===== src/rtl/pulse_sync_arb_if.sv =====
// ============================================================================
// Module      : pulse_sync_arb_if
// Description : Event-request / issue bundle shared between the requester
//               side (master) and the pulse_sync_arb scheduler (slave).
// Revision    : 1.0 - initial release
// ============================================================================
`default_nettype none

interface pulse_sync_arb_if #(
   parameter int NUM_REQ = 4
);
   localparam int ID_W = $clog2(NUM_REQ);

   logic [NUM_REQ-1:0] req_s;
   logic [NUM_REQ-1:0] mask;
   logic               ovf_clr;
   logic               event_s;
   logic [ID_W-1:0]    event_id;
   logic               busy;
   logic [NUM_REQ-1:0] pending;
   logic [NUM_REQ-1:0] ovf;
   logic [7:0]         ovf_cnt;

   modport master (
      output req_s, mask, ovf_clr,
      input  event_s, event_id, busy, pending, ovf, ovf_cnt
   );

   modport slave (
      input  req_s, mask, ovf_clr,
      output event_s, event_id, busy, pending, ovf, ovf_cnt
   );
endinterface

`default_nettype wire


===== src/rtl/pulse_sync_arb.sv =====
// ============================================================================
// Module      : pulse_sync_arb
// Description : Shares one pulse-synchronizer channel among NUM_REQ event
//               requesters. Request pulses are captured as pending flags,
//               granted round-robin, and issued as single-cycle event_s
//               pulses separated by at least GAP low cycles. Requests that
//               land on an already-pending requester are flagged in ovf.
//               Optional macro PULSE_SYNC_ARB_OVF_CNT_EN builds the
//               saturating dropped-event counter behind ovf_cnt.
// Revision    : 1.0 - initial release
// ============================================================================
`default_nettype none

module pulse_sync_arb #(
   parameter int NUM_REQ = 4,
   parameter int GAP     = 4
) (
   input  wire logic       clk_s,
   input  wire logic       rst_s_n,
   input  wire logic       init_s_n,
   pulse_sync_arb_if.slave bus
);
   localparam int              ID_W    = $clog2(NUM_REQ);
   localparam logic [7:0]      GAP_LD  = 8'(GAP);
   localparam logic [ID_W-1:0] PTR_RST = ID_W'(NUM_REQ - 1);

   typedef enum logic [1:0] {
      S_IDLE  = 2'd0,
      S_ISSUE = 2'd1,
      S_GUARD = 2'd2
   } state_t;

   state_t             state;
   logic [NUM_REQ-1:0] pending;
   logic [NUM_REQ-1:0] ovf;
   logic [7:0]         guard;
   logic [ID_W-1:0]    ptr;
   logic [ID_W-1:0]    event_id;
   logic               event_s;

   logic [NUM_REQ-1:0] elig;
   logic [NUM_REQ-1:0] issue_vec;
   logic [NUM_REQ-1:0] ovf_set;
   logic [ID_W-1:0]    winner;
   logic               found;
   logic               issue;

   assign elig  = pending & ~bus.mask;
   assign issue = (guard == 8'd0) && found;

   // Round-robin search over eligible requesters, starting just after the last winner
   always_comb begin
      int              idx;
      logic [ID_W-1:0] cand;
      idx    = 0;
      cand   = '0;
      winner = '0;
      found  = 1'b0;
      for (int k = 1; k <= NUM_REQ; k++) begin
         idx  = (int'(ptr) + k) % NUM_REQ;
         cand = ID_W'(idx);
         if (!found && elig[cand]) begin
            winner = cand;
            found  = 1'b1;
         end
      end
   end

   // One-hot of the requester being issued this edge; a same-edge request re-arms it
   always_comb begin
      issue_vec = '0;
      if (issue) begin
         issue_vec[winner] = 1'b1;
      end
   end

   assign ovf_set = bus.req_s & pending & ~issue_vec;

   // Scheduler FSM with registered event outputs, pending capture and guard counter
   always_ff @(posedge clk_s or negedge rst_s_n) begin
      if (!rst_s_n) begin
         state    <= S_IDLE;
         pending  <= '0;
         ovf      <= '0;
         guard    <= 8'd0;
         ptr      <= PTR_RST;
         event_id <= '0;
         event_s  <= 1'b0;
      end else if (!init_s_n) begin
         state    <= S_IDLE;
         pending  <= '0;
         ovf      <= '0;
         guard    <= 8'd0;
         ptr      <= PTR_RST;
         event_id <= '0;
         event_s  <= 1'b0;
      end else begin
         pending <= bus.req_s | (pending & ~issue_vec);
         // A fresh overflow wins over a simultaneous clear
         ovf     <= ovf_set | (ovf & ~{NUM_REQ{bus.ovf_clr}});

         if (issue) begin
            event_s  <= 1'b1;
            event_id <= winner;
            ptr      <= winner;
            guard    <= GAP_LD;
         end else begin
            event_s <= 1'b0;
            if (guard != 8'd0) begin
               guard <= guard - 8'd1;
            end
         end

         // ISSUE always moves to GUARD because the guard is loaded with GAP >= 1
         case (state)
            S_IDLE:  if (issue) state <= S_ISSUE;
            S_ISSUE: state <= S_GUARD;
            S_GUARD: begin
               if (issue) begin
                  state <= S_ISSUE;
               end else if (guard == 8'd0) begin
                  state <= S_IDLE;
               end
            end
            default: state <= S_IDLE;
         endcase
      end
   end

`ifdef PULSE_SYNC_ARB_OVF_CNT_EN
   logic [7:0] ovf_cnt;
   logic [4:0] ovf_inc;
   logic [8:0] ovf_sum;

   // Number of requesters dropping an event this cycle
   always_comb begin
      ovf_inc = 5'd0;
      for (int i = 0; i < NUM_REQ; i++) begin
         ovf_inc = ovf_inc + 5'(ovf_set[i]);
      end
   end

   assign ovf_sum = {1'b0, ovf_cnt} + 9'(ovf_inc);

   // Saturating dropped-event total; a clear still keeps this cycle's increment
   always_ff @(posedge clk_s or negedge rst_s_n) begin
      if (!rst_s_n) begin
         ovf_cnt <= 8'd0;
      end else if (!init_s_n) begin
         ovf_cnt <= 8'd0;
      end else if (bus.ovf_clr) begin
         ovf_cnt <= 8'(ovf_inc);
      end else if (ovf_sum > 9'd255) begin
         ovf_cnt <= 8'd255;
      end else begin
         ovf_cnt <= ovf_sum[7:0];
      end
   end

   assign bus.ovf_cnt = ovf_cnt;
`else
   assign bus.ovf_cnt = 8'd0;
`endif

   assign bus.event_s  = event_s;
   assign bus.event_id = event_id;
   assign bus.busy     = (guard != 8'd0);
   assign bus.pending  = pending;
   assign bus.ovf      = ovf;

endmodule

`default_nettype wire


===== src/flat_wrapper.sv =====
// flat-port wrapper written by rule: the top's interface ports become plain ports
module pulse_sync_arb_flat 
#(
   parameter int NUM_REQ = 4,
   parameter int GAP     = 4
)
  (clk_s, rst_s_n, init_s_n, bus_req_s, bus_mask, bus_ovf_clr, bus_event_s, bus_event_id, bus_busy, bus_pending, bus_ovf, bus_ovf_cnt);
  pulse_sync_arb_if #(.NUM_REQ(NUM_REQ)) bus_i ();
  input  wire logic clk_s;
  input  wire logic rst_s_n;
  input  wire logic init_s_n;
  input wire logic [$bits(bus_i.req_s)-1:0] bus_req_s;
  input wire logic [$bits(bus_i.mask)-1:0] bus_mask;
  input wire logic [$bits(bus_i.ovf_clr)-1:0] bus_ovf_clr;
  output wire logic [$bits(bus_i.event_s)-1:0] bus_event_s;
  output wire logic [$bits(bus_i.event_id)-1:0] bus_event_id;
  output wire logic [$bits(bus_i.busy)-1:0] bus_busy;
  output wire logic [$bits(bus_i.pending)-1:0] bus_pending;
  output wire logic [$bits(bus_i.ovf)-1:0] bus_ovf;
  output wire logic [$bits(bus_i.ovf_cnt)-1:0] bus_ovf_cnt;
  assign bus_i.req_s = bus_req_s;
  assign bus_i.mask = bus_mask;
  assign bus_i.ovf_clr = bus_ovf_clr;
  assign bus_event_s = bus_i.event_s;
  assign bus_event_id = bus_i.event_id;
  assign bus_busy = bus_i.busy;
  assign bus_pending = bus_i.pending;
  assign bus_ovf = bus_i.ovf;
  assign bus_ovf_cnt = bus_i.ovf_cnt;
  pulse_sync_arb #(.NUM_REQ(NUM_REQ), .GAP(GAP)) u_core (.clk_s(clk_s), .rst_s_n(rst_s_n), .init_s_n(init_s_n), .bus(bus_i));
endmodule

===== config.mk =====
export PLATFORM = sky130hd
export DESIGN_NAME = pulse_sync_arb_flat
export DESIGN_NICKNAME = d
export VERILOG_FILES = /design/src/rtl/pulse_sync_arb_if.sv /design/src/rtl/pulse_sync_arb.sv /design/src/flat_wrapper.sv
export SDC_FILE = /design/constraint.sdc
export NUM_CORES = 1
export LEC_CHECK = 0
export CAP_MARGIN = 25
export CORE_ASPECT_RATIO = 0.6
export CORE_MARGIN = 4
export CORE_UTILIZATION = 36
export DETAILED_ROUTE_END_ITERATION = 10
export GPL_ROUTABILITY_DRIVEN = 0
export HOLD_SLACK_MARGIN = 0.12
export PLACE_DENSITY = 0.67
export SLEW_MARGIN = 20
export SYNTH_ARGS = -nofsm -noshare
export SYNTH_HDL_FRONTEND = slang
export SYNTH_SLANG_ARGS = --single-unit

===== constraint.sdc =====
create_clock -name clk_s -period 3.5 [get_ports clk_s]
set_clock_uncertainty 0.2 [all_clocks]
set_input_delay 0.7 -clock clk_s [delete_from_list [all_inputs] [get_ports clk_s]]
set_output_delay 0.7 -clock clk_s [all_outputs]
set_load 0.02 [all_outputs]

* After elaboration in Yosys (flattened, before gate mapping)
Cells that the tools add are included.
Cells by class: add/subtract/negate cells 5, $lt $le $gt $ge 6, equality and inequality tests 2, mux-type cells 29, bitwise gates (word level) 10, reductions and logical operators 10
Operators with widths (count):
- $mux W8 | 3
- $and A4 B4 Y4 | 5
- $lt A2 B3 Y1 const B | 5
- $mux W2 | 7
- $mux W4 | 3
- $not A4 Y4 | 3
- $mux W1 | 11
- $bmux W1 S2 | 4
- $logic_not A8 Y1 | 1
- $or A4 B4 Y4 | 2
- $reduce_bool A8 Y1 | 1
- $sub A8 B1 Y8 const B | 1
- $logic_and A1 B1 Y1 | 5
- $add A2 B1 Y2 const B | 2
- $add A2 B2 Y2 const B | 2
- $logic_not A1 Y1 | 3
- $ne A3 B1 Y1 const B | 1
- $demux W1 S2 | 1
- $ge A2 B1 Y1 const B | 1
- $ne A2 B1 Y1 const B | 1
Word-level totals: bits in registers 21

* Longest topological paths before layout
depth after elaboration 23, depth in mapped cells 8, mapped depth without buffers 7

* Worst setup path before layout
Ideal clock, no wire load.
kind reg2out, from register u_core.guard[5], to output bus_busy, arrival 1428 ps, required time 2600 ps, slack 1172 ps, stages on the path, launching flop included 5, path buffers 1, path through dfrtp_1 > or4_4 > nor4b_4 > buf_6 > inv_6
Between the ends: longest elaborated chain between the ends 1
Ends and longest elaborated chain:
- from (decl) | line pulse_sync_arb.sv:36 | logic [7:0] guard;
- from (signal assigned) | line pulse_sync_arb.sv:110 | guard <= guard - 8'd1;
- $reduce_bool A8 Y1 | line pulse_sync_arb.sv:167 | assign bus.busy = (guard != 8'd0);
- to (decl) | line flat_wrapper.sv:17 | output wire logic [$bits(bus_i.busy)-1:0] bus_busy;
Every way passes these cells.

* Worst setup path after layout
Ends and elaborated chain as after synthesis.

==> results.cfg <==
[synth]
synth_edf_count = 0
synthDistinctLibCells = 47
yosysWarnings = 0
synth.largest_area_cell = dfrtp_1
syn_inst = 121
ys_ff_latch = 21
synthTopCellsByArea = dfrtp_1 39%, buf_4 4.9%, dfstp_2 4.3%
async_reset_ff_frac = 1.000
postSynthAreaPerCell_sq_um = 10.04
ys_seq_area_frac = 0.4346
synth_area_sq_um = 1215
synth.top_cell.area_share = 0.3913
synth_ff_type = dfrtp_1

[finish]
final_cells = 189
fin_area_sq_um = 1489
syn_to_final_growth_pct = 22.55
layout_commonest_cell = clkdlybuf4s50_1
fin_nets = 159
drive_gt1_frac = 0.1528
mostFrequentLayoutCells = 22 x clkdlybuf4s50_1, 19 x dfrtp_1, 14 x nor2_1, 8 x o21ai_0, 8 x conb_1
antenna_cells = 0

[grt]
busiest_layer = met2
grt_max_degree = 22
grt-ovfl-total = 0
gr-usage-met3 = 0.05599
use_met2 = 0.2074
track_usage = 0.1307
grt_pass1_wl_mm = 4.478
grt_pass1_vias = 920
antenna_found_initial = 0
grt_use_met1 = 0.1605

[timing]
rsz0062_at_grt = no
period_needed_ps = 3185
tightest_slew_ps = 597.5
setup_violations = 0
fmax_ghz = 0.3140
slew_violations = 0
fin_ws_ps = 315.3
hold_violations = 0
fin_crit_sh = 0.9099
slew-limit-headroom = 0.6017
tns_ps = 0

[worst_hold_path]
hp-class = input pin to async pin

[clock_network]
holdBufCountCts = 0
tritoncts = done
cts_made_buffers = 3
cts_setup_buffers = 0
cts.path.max_buffers = 2
cts.repair.resized = 0
cts_sinks = 21
htreeDepth = 1
clkTransAtPathRegs_ps = 80
clkLatencyLatePin_ps = 270
cts-root-buf = clkbuf_8

[detailed_routing]
via_per_inst = 5.164
firstDrtPassIters = 4
drt-total-wl_mm = 2.804
drtIter0Drc = 89
drt-wirelength-per-cell_um = 14.84
detail-route-antenna-nets = 0
via_count = 976
drc = 0

[pwr]
p_leak_nw = 0.6399
p_per_area_nw_per_um2 = 672.9
p_total_mw = 1.002
peakVddDrop_mv = 0.2144

[setup_path]
crit_arrival_ps = 2280
worstPathRequired_ps = 2600
start_kind = register
cp_max_fo = 4
worstSetupPathType = register to output port
crit_path_end_kind = output port

[floorplanning]
fp.dieW_um = 83.00
core-area_sq_um = 3243
rows = 16
io-pin-count = 32
dieArea_sq_um = 4399
die_y_um = 53
start_util = 0.3746

[place]
io_buffers = 23
dp_slack_ps = 544.2
dpl_cell_area_sq_um = 1445
dpl.cell_count = 185
dp_hpwl_mm = 2.066

[status]
status = finished clean

[job]
maxCapViolations = 0
-- sequential cells by signal, summed over array words and instances (netlist names) --
signal	cells
u_core.bus.event_s	1
u_core.ptr	2
u_core.bus.ovf	4
u_core.bus.event_id	2
u_core.bus.pending	4
u_core.guard	8
-- cell type report --
| type | instances | area (sq um) |
|---|---|---|
| sequential | 21 | 528.0 |
| inverter | 6 | 27.53 |
| timing repair buffer | 24 | 232.7 |
| tap | 45 | 56.30 |
| clock inverter | 1 | 7.507 |
| clock buffer | 3 | 41.29 |
| multi-input combinational | 89 | 595.6 |
| fill | 323 | 1754 |
-- through the flow --
| step | util | hold slack (ps) |
|---|---|---|
| 2_1_floorplan | - | 204.4 |
| 3_3_place_gp | 0.4456 | 263.3 |
| 3_5_place_dp | 0.4456 | 258.5 |
| 4_1_cts | 0.4606 | 289.0 |
| 5_1_grt | 0.4591 | 228.3 |
| 6_report | 0.4591 | 186.4 |
-- Yosys cell counts (all sizes together) (3+ instances only) --
cell    instances
nor3            5
o21a            3
nand2b          3
xnor2           5
nor2b           3
nor2           14
nand2           4
dfrtp          19
buf             9
a21boi          3
o21ai           8
a21oi           3
inv             6
-- path summary, 6_finish.rpt --
check	from	end	slack, ps	cells past startpoint
min in group clk_s	u_core.bus.ovf[2]$_DFF_PN0_	u_core.bus.ovf[2]$_DFF_PN0_	290	2
worst min-delay path	rst_s_n	u_core.guard[3]$_DFFE_PN0P_	190	1
worst max register to register	u_core.guard[5]$_DFFE_PN0P_	u_core.guard[4]$_DFFE_PN0P_	1010	6
worst max-delay path	u_core.guard[5]$_DFFE_PN0P_	bus_busy	320	4
max in group asynchronous	rst_s_n	u_core.ptr[1]$_DFFE_PN1P_	2560	1
worst min register to register	u_core.bus.ovf[2]$_DFF_PN0_	u_core.bus.ovf[2]$_DFF_PN0_	290	2
-- power breakdown --
part / total (mW) / internal (mW) / leakage, nW / switching (mW)
sequential: 0.364 / 0.300 / 0.272 / 0.0642
combinational: 0.470 / 0.225 / 0.346 / 0.245
clock: 0.168 / 0.0805 / 0.0217 / 0.0871
-- worst max-delay path, cell delays in order, from the launching register on --
cell and delay [ps]:
dfrtp_1 420, or4_4 560, nor4b_4 410, inv_6 70, clkdlybuf4s50_1 560
-- per-layer routing --
metal	up-vias	wire [um]
li1	453	-
met1	479	1285
met2	38	1268
met3	6	220
met4	0	29
met5	-	0
-- kinds of logic after synthesis --
logic type	share of synthesized area
DFF	0.4346
and+or+nand+nor	0.2482
adders and majority gates	0.02059
buffers and inverters	0.09681
xor gates and xnor gates	0.04325
other	0.003087
AOI/OAI and AO/OA	0.1535
(Power assumes the default switching activity.)
